## src/rtl/sea_de_iter.sv

```systemverilog
// sea_de_iter: iterative SEA-style Feistel decryptor, one round per clock.
// Ports: clk, rst (sync, active-high); in_valid/in_ready + ci_l/ci_r/key
//        capture a block; out_valid/out_ready + pt_l/pt_r return it; busy.
module sea_de_iter #(
  parameter int NR = 92
) (
  input  logic        clk,
  input  logic        rst,
  input  logic        in_valid,
  output logic        in_ready,
  input  logic [47:0] ci_l,
  input  logic [47:0] ci_r,
  input  logic [47:0] key,
  output logic        out_valid,
  input  logic        out_ready,
  output logic [47:0] pt_l,
  output logic [47:0] pt_r,
  output logic        busy
);

  typedef enum logic [1:0] {
    IDLE,
    KEXP,
    ROUND,
    DONE
  } state_t;

  localparam logic [7:0] CNT_LAST = 8'(NR - 1);

  function automatic logic [47:0] badd(
    input logic [47:0] a,
    input logic [47:0] b
  );
    logic [47:0] y;
    for (int i = 0; i < 6; i++) begin
      y[8*i +: 8] = a[8*i +: 8] + b[8*i +: 8];
    end
    return y;
  endfunction

  function automatic logic [2:0] sb3(input logic [2:0] v);
    logic [2:0] o;
    case (v)
      3'd0: o = 3'd0;
      3'd1: o = 3'd5;
      3'd2: o = 3'd6;
      3'd3: o = 3'd7;
      3'd4: o = 3'd4;
      3'd5: o = 3'd3;
      3'd6: o = 3'd1;
      3'd7: o = 3'd2;
    endcase
    return o;
  endfunction

  // S-box applied per bit column of each word triple
  function automatic logic [47:0] sbox(input logic [47:0] x);
    logic [47:0] y;
    logic [2:0]  t;
    for (int g = 0; g < 2; g++) begin
      for (int j = 0; j < 8; j++) begin
        t = sb3({x[24*g+16+j], x[24*g+8+j], x[24*g+j]});
        y[24*g+j]    = t[0];
        y[24*g+8+j]  = t[1];
        y[24*g+16+j] = t[2];
      end
    end
    return y;
  endfunction

  function automatic logic [47:0] rmix(input logic [47:0] x);
    logic [47:0] y;
    logic [7:0]  b0;
    logic [7:0]  b2;
    y = x;
    for (int g = 0; g < 2; g++) begin
      b0 = x[24*g +: 8];
      b2 = x[24*g+16 +: 8];
      y[24*g +: 8]    = {b0[0], b0[7:1]};
      y[24*g+16 +: 8] = {b2[6:0], b2[7]};
    end
    return y;
  endfunction

  function automatic logic [47:0] rot_l(input logic [47:0] x);
    return {x[39:0], x[47:40]};
  endfunction

  function automatic logic [47:0] rot_r(input logic [47:0] x);
    return {x[7:0], x[47:8]};
  endfunction

  function automatic logic [47:0] f_fn(
    input logic [47:0] x,
    input logic [47:0] k
  );
    return rmix(sbox(badd(x, k)));
  endfunction

  state_t      state_q, state_d;
  logic [7:0]  cnt_q, cnt_d;
  logic [47:0] key_q, key_d;
  logic [47:0] dl_q, dl_d;
  logic [47:0] dr_q, dr_d;
  logic [47:0] pt_l_q, pt_l_d;
  logic [47:0] pt_r_q, pt_r_d;
  logic        out_valid_q;
  logic        in_ready_q;
  logic        busy_q;
  logic [7:0]  cnt_inc;
  logic [47:0] dec_l;

  assign cnt_inc = cnt_q + 8'd1;
  // L_i recovered from (L_{i+1}, R_{i+1}) with the current round key
  assign dec_l   = rot_r(dr_q ^ f_fn(dl_q, key_q));

  always_comb begin
    state_d = state_q;
    cnt_d   = cnt_q;
    key_d   = key_q;
    dl_d    = dl_q;
    dr_d    = dr_q;
    pt_l_d  = pt_l_q;
    pt_r_d  = pt_r_q;
    case (state_q)
      IDLE: begin
        if (in_valid) begin
          dl_d    = ci_l;
          dr_d    = ci_r;
          key_d   = key;
          cnt_d   = 8'd0;
          state_d = KEXP;
        end
      end
      KEXP: begin
        key_d = rot_l(key_q) ^ {40'b0, cnt_inc};
        cnt_d = cnt_inc;
        if (cnt_inc == CNT_LAST) begin
          state_d = ROUND;
        end
      end
      ROUND: begin
        dl_d  = dec_l;
        dr_d  = dl_q;
        // walk the schedule backwards to K_{cnt-1}
        key_d = rot_r(key_q ^ {40'b0, cnt_q});
        if (cnt_q == 8'd0) begin
          pt_l_d  = dec_l;
          pt_r_d  = dl_q;
          state_d = DONE;
        end else begin
          cnt_d = cnt_q - 8'd1;
        end
      end
      DONE: begin
        if (out_ready) begin
          state_d = IDLE;
        end
      end
      default: state_d = IDLE;
    endcase
  end

  always_ff @(posedge clk) begin
    if (rst) begin
      state_q     <= IDLE;
      cnt_q       <= 8'd0;
      key_q       <= 48'd0;
      dl_q        <= 48'd0;
      dr_q        <= 48'd0;
      pt_l_q      <= 48'd0;
      pt_r_q      <= 48'd0;
      out_valid_q <= 1'b0;
      in_ready_q  <= 1'b1;
      busy_q      <= 1'b0;
    end else begin
      state_q     <= state_d;
      cnt_q       <= cnt_d;
      key_q       <= key_d;
      dl_q        <= dl_d;
      dr_q        <= dr_d;
      pt_l_q      <= pt_l_d;
      pt_r_q      <= pt_r_d;
      out_valid_q <= (state_d == DONE);
      in_ready_q  <= (state_d == IDLE);
      busy_q      <= (state_d != IDLE);
    end
  end

  assign out_valid = out_valid_q;
  assign in_ready  = in_ready_q;
  assign busy      = busy_q;
  assign pt_l      = pt_l_q;
  assign pt_r      = pt_r_q;

endmodule

```

## config.mk

```make
export PLATFORM = sky130hd
export DESIGN_NAME = sea_de_iter
export DESIGN_NICKNAME = d
export VERILOG_FILES = /design/src/rtl/sea_de_iter.sv
export SDC_FILE = /design/constraint.sdc
export NUM_CORES = 1
export LEC_CHECK = 0
export ABC_AREA = 0
export BUFFER_PORTS_ARGS = -buffer_cell sky130_fd_sc_hd__buf_2
export CAP_MARGIN = 10
export CORE_AREA = 8 8 211 213
export CTS_CLUSTER_SIZE = 24
export DETAILED_ROUTE_END_ITERATION = 10
export DIE_AREA = 0 0 219 221
export SLEW_MARGIN = 20
export SYNTH_ARGS = -nofsm -noshare
export SYNTH_HDL_FRONTEND = slang
export SYNTH_SLANG_ARGS = --single-unit
```

## constraint.sdc

```tcl
create_clock -name clk -period 5.96 [get_ports clk]
set_input_delay 0.596 -clock clk [delete_from_list [all_inputs] [get_ports clk]]
set_output_delay 0.596 -clock clk [all_outputs]
set_load 0.005 [all_outputs]
```

==> impl_metrics.toml <==
[critical_path]
crit_arrival_ns = 3.98
crit_slowest_cell = "buf_4"
cp_num_cells = 9
rrSetupSlack_ns = 2.45
worstSetupPathType = "flip-flop to flip-flop"
start_kind = "flip-flop"
required_ns = 6.43
reg2regPathDepth = 9
slowest_delay_ns = 0.94
timing.rr.end = "dl_q[32]"
cpMostUsedCell = "buf_4"
reg2reg_from = "state_q[0]"
path_cells = "inv_1 > ha_4 > buf_4 > buf_4 > a21boi_4 > buf_4 > a21oi_1 > o31ai_1 > o221a_2"
worst-path-buf-inv = 4
cp_top_family = "buffers and inverters"
crit_fanout = 75
end_kind = "flip-flop"

[route]
drtIter0Drc = 1156
vias_per_cell = 5.49
wire_per_inst_um = 21.8
dr.pass1.iters = 6
drc = 0
ant_nets = 0
dr_total_vias = 13500
wirelength_mm = 53.7

[clocking]
cts_buffers = 29
clock-root-buffer = "clkbuf_16"
cts-htree-levels = 1
cts_hold_buf = 0
cts_tree = "built"
clock_path_buffers = 3
cts_setup_buffers = 0
clkTransAtPathRegs_ns = 0.06
ctsResizeCount = 0
clock_sinks = 253
insertion_delay_ns = 0.58

[timing]
fmax_ghz = 0.285
rsz0062_at_grt = "no"
worstMarginPinSlew_ns = 1.05
finalMaxSlewViolations = 0
slew_headroom_pct = 30.3
finalSetupTns_ns = 0
hold_viol = 0
fin_crit_sh_pct = 58.9
setup_violations = 0
skew_ns = 0.0151
finalCriticalPeriod_ns = 3.51

[final_layout]
drive_above_1_share_pct = 16.9
final_cell_mix = "284 x nand2_1, 253 x dfxtp_1, 245 x buf_2"
layout_commonest_cell = "nand2_1"
layout.nets = 2131
syn2layout_area_growth_pct = 17.8
design_area_um2 = 16700

[pwr]
switching_share_pct = 34.0
power_switching_mw = 1.69
p_per_area_nw_per_um2 = 299
p_leak_nw = 6.64
combinationalPowerShare_pct = 25.2
seq_power_share_pct = 39.5
intPower_mw = 3.29
p_clk_share_pct = 35.4
peakVddDrop_uv = 179

[floorplan]
die_x_um = 219
start_util_pct = 34.4
num_rows = 75
fp.coreArea_um2 = 41300
die_h_um = 221
die_area_um2 = 48400
ios = 247

[global_route]
track_usage_pct = 21.3
grt_max_degree = 100
grt_pass1_vias = 13200
grt_overflow = 0
grt_antenna_before_repair = 1
grt_pass1_wl_mm = 80.7

[logic_synthesis]
ys_seq_elements = 253
avgSynthCellArea_um2 = 8.17
syn_area_um2 = 14200
async_reset_ff_share_pct = 0
synthCells = 1736
synth_top_cell_by_area = "dfxtp_1"
yosysUniqueCellTypes = 66
yosysSeqAreaShare_pct = 35.7
yosys_warnings = 0
synth_edf_count = 0
synth.area.top_cells = "dfxtp_1 36%, nand2_1 7.5%, a21oi_1 6.7%"
synth-main-ff-cell = "dfxtp_1"
synth_nets = 1964
synth_top_area_share_pct = 35.7

[placed_design]
placedInstanceArea_um2 = 15800
numPortBuffers = 246
place_congestion = 0.933
place_hpwl_mm = 40.0

[job]
cap_viol_max_count = 0

[worst_hold_path]
whs_endpoint = "key_q[11]"
worstHoldStart = "key[11]"
hold_class = "input pin to flip-flop"
hold_path_depth = 3

[run_status]
status = "completed"
## layer usage
| metal | track usage, % | share of wire (%) | vias to the layer above |
|---|---|---|---|
| li1 | - | - | 6506 |
| met1 | 27.3 | 43 | 6477 |
| met2 | 35.1 | 46 | 464 |
| met3 | 3.36 | 6.8 | 94 |
| met4 | 8.76 | 4.1 | 0 |
| met5 | 0 | 0 | - |
## power by group through the flow
stage	logic (mW)	registers [mW]	clock network [mW]
final	1.26	1.97	1.76
after global placement	1.21	2.00	0
after global routing	1.38	1.98	1.86
after CTS	1.24	1.97	1.79
after detailed placement	1.23	2.00	0
after floorplan	0.893	1.91	0
## per-stage QoR
stage / cells / hold slack [ns] / total power [mW] / setup WS [ns] / utilization [%]
after CTS: 2463 / 0.306 / 5.00 / 2.54 / 40.4
after global placement: 2410 / 0.441 / 3.22 / 2.58 / 38.1
after floorplan: 1736 / 0.448 / 2.80 / 3.32 / -
after detailed placement: 2410 / 0.445 / 3.24 / 2.53 / 38.1
after global routing: 2465 / 0.331 / 5.22 / 2.29 / 40.5
final: 2465 / 0.330 / 4.99 / 2.45 / 40.5
## worst max-delay path by stage
| stage | start | end |
|---|---|---|
| floorplan | key_q[24] | dl_q[39] |
| global placement | state_q[0] | dl_q[32] |
| detailed placement | state_q[0] | dl_q[32] |
| CTS | state_q[0] | dl_q[32] |
| global route | state_q[0] | pt_l[32] |
| finish | state_q[0] | dl_q[32] |
## flip-flops by register name (all words and copies together), names as in the netlist
| name | flops |
|---|---|
| key_q | 48 |
| in_ready | 1 |
| pt_r | 48 |
| busy | 1 |
| dr_q | 48 |
| out_valid | 1 |
| pt_l | 48 |
| state_q | 2 |
| dl_q | 48 |
| cnt_q | 8 |
## worst register-to-register path, stage by stage (launching register included)
cell      delay [ns]
dfxtp_1         0.34
inv_1           0.22
ha_4            0.18
buf_4           0.75
buf_4           0.95
a21boi_4        0.09
buf_4           0.34
a21oi_1         0.20
o31ai_1         0.09
o221a_2         0.26
## synthesized netlist by cell type, types with 7 or more instances
master and n:
dfxtp_1 253, a21oi_1 189, buf_2 16, and3_1 7, nand2_1 284, buf_1 10, nor2_1 143, clkbuf_1 97
inv_1 44, nor3b_1 7, xor2_1 28, a21o_1 13, a211oi_1 98, o21ai_0 47, ha_1 74, nand3_1 18
nor3_1 10, a22oi_1 41, o211ai_1 63, mux2i_1 93, xnor2_1 78, a31oi_1 12
## logic make-up after synthesis
logic type,share of synthesized area (%)
buf+inv,4.75
fa+ha+maj,7.37
simple gates,15.3
xor+xnor,6.94
mux,6.56
flops,35.7
compound gates,23.4
## cell type report
class / instances / area, µm²
Tap cell: 539 / 674
Clock buffer: 44 / 832
Clock inverter: 9 / 90.1
Inverter: 46 / 173
Fill cell: 4309 / 24600
Multi-Input combinational cell: 1312 / 8510
Sequential cell: 253 / 5060
Timing Repair Buffer: 261 / 1360
Antenna cell: 1 / 2.50
Note: power is estimated with default switching activity, not from simulation.
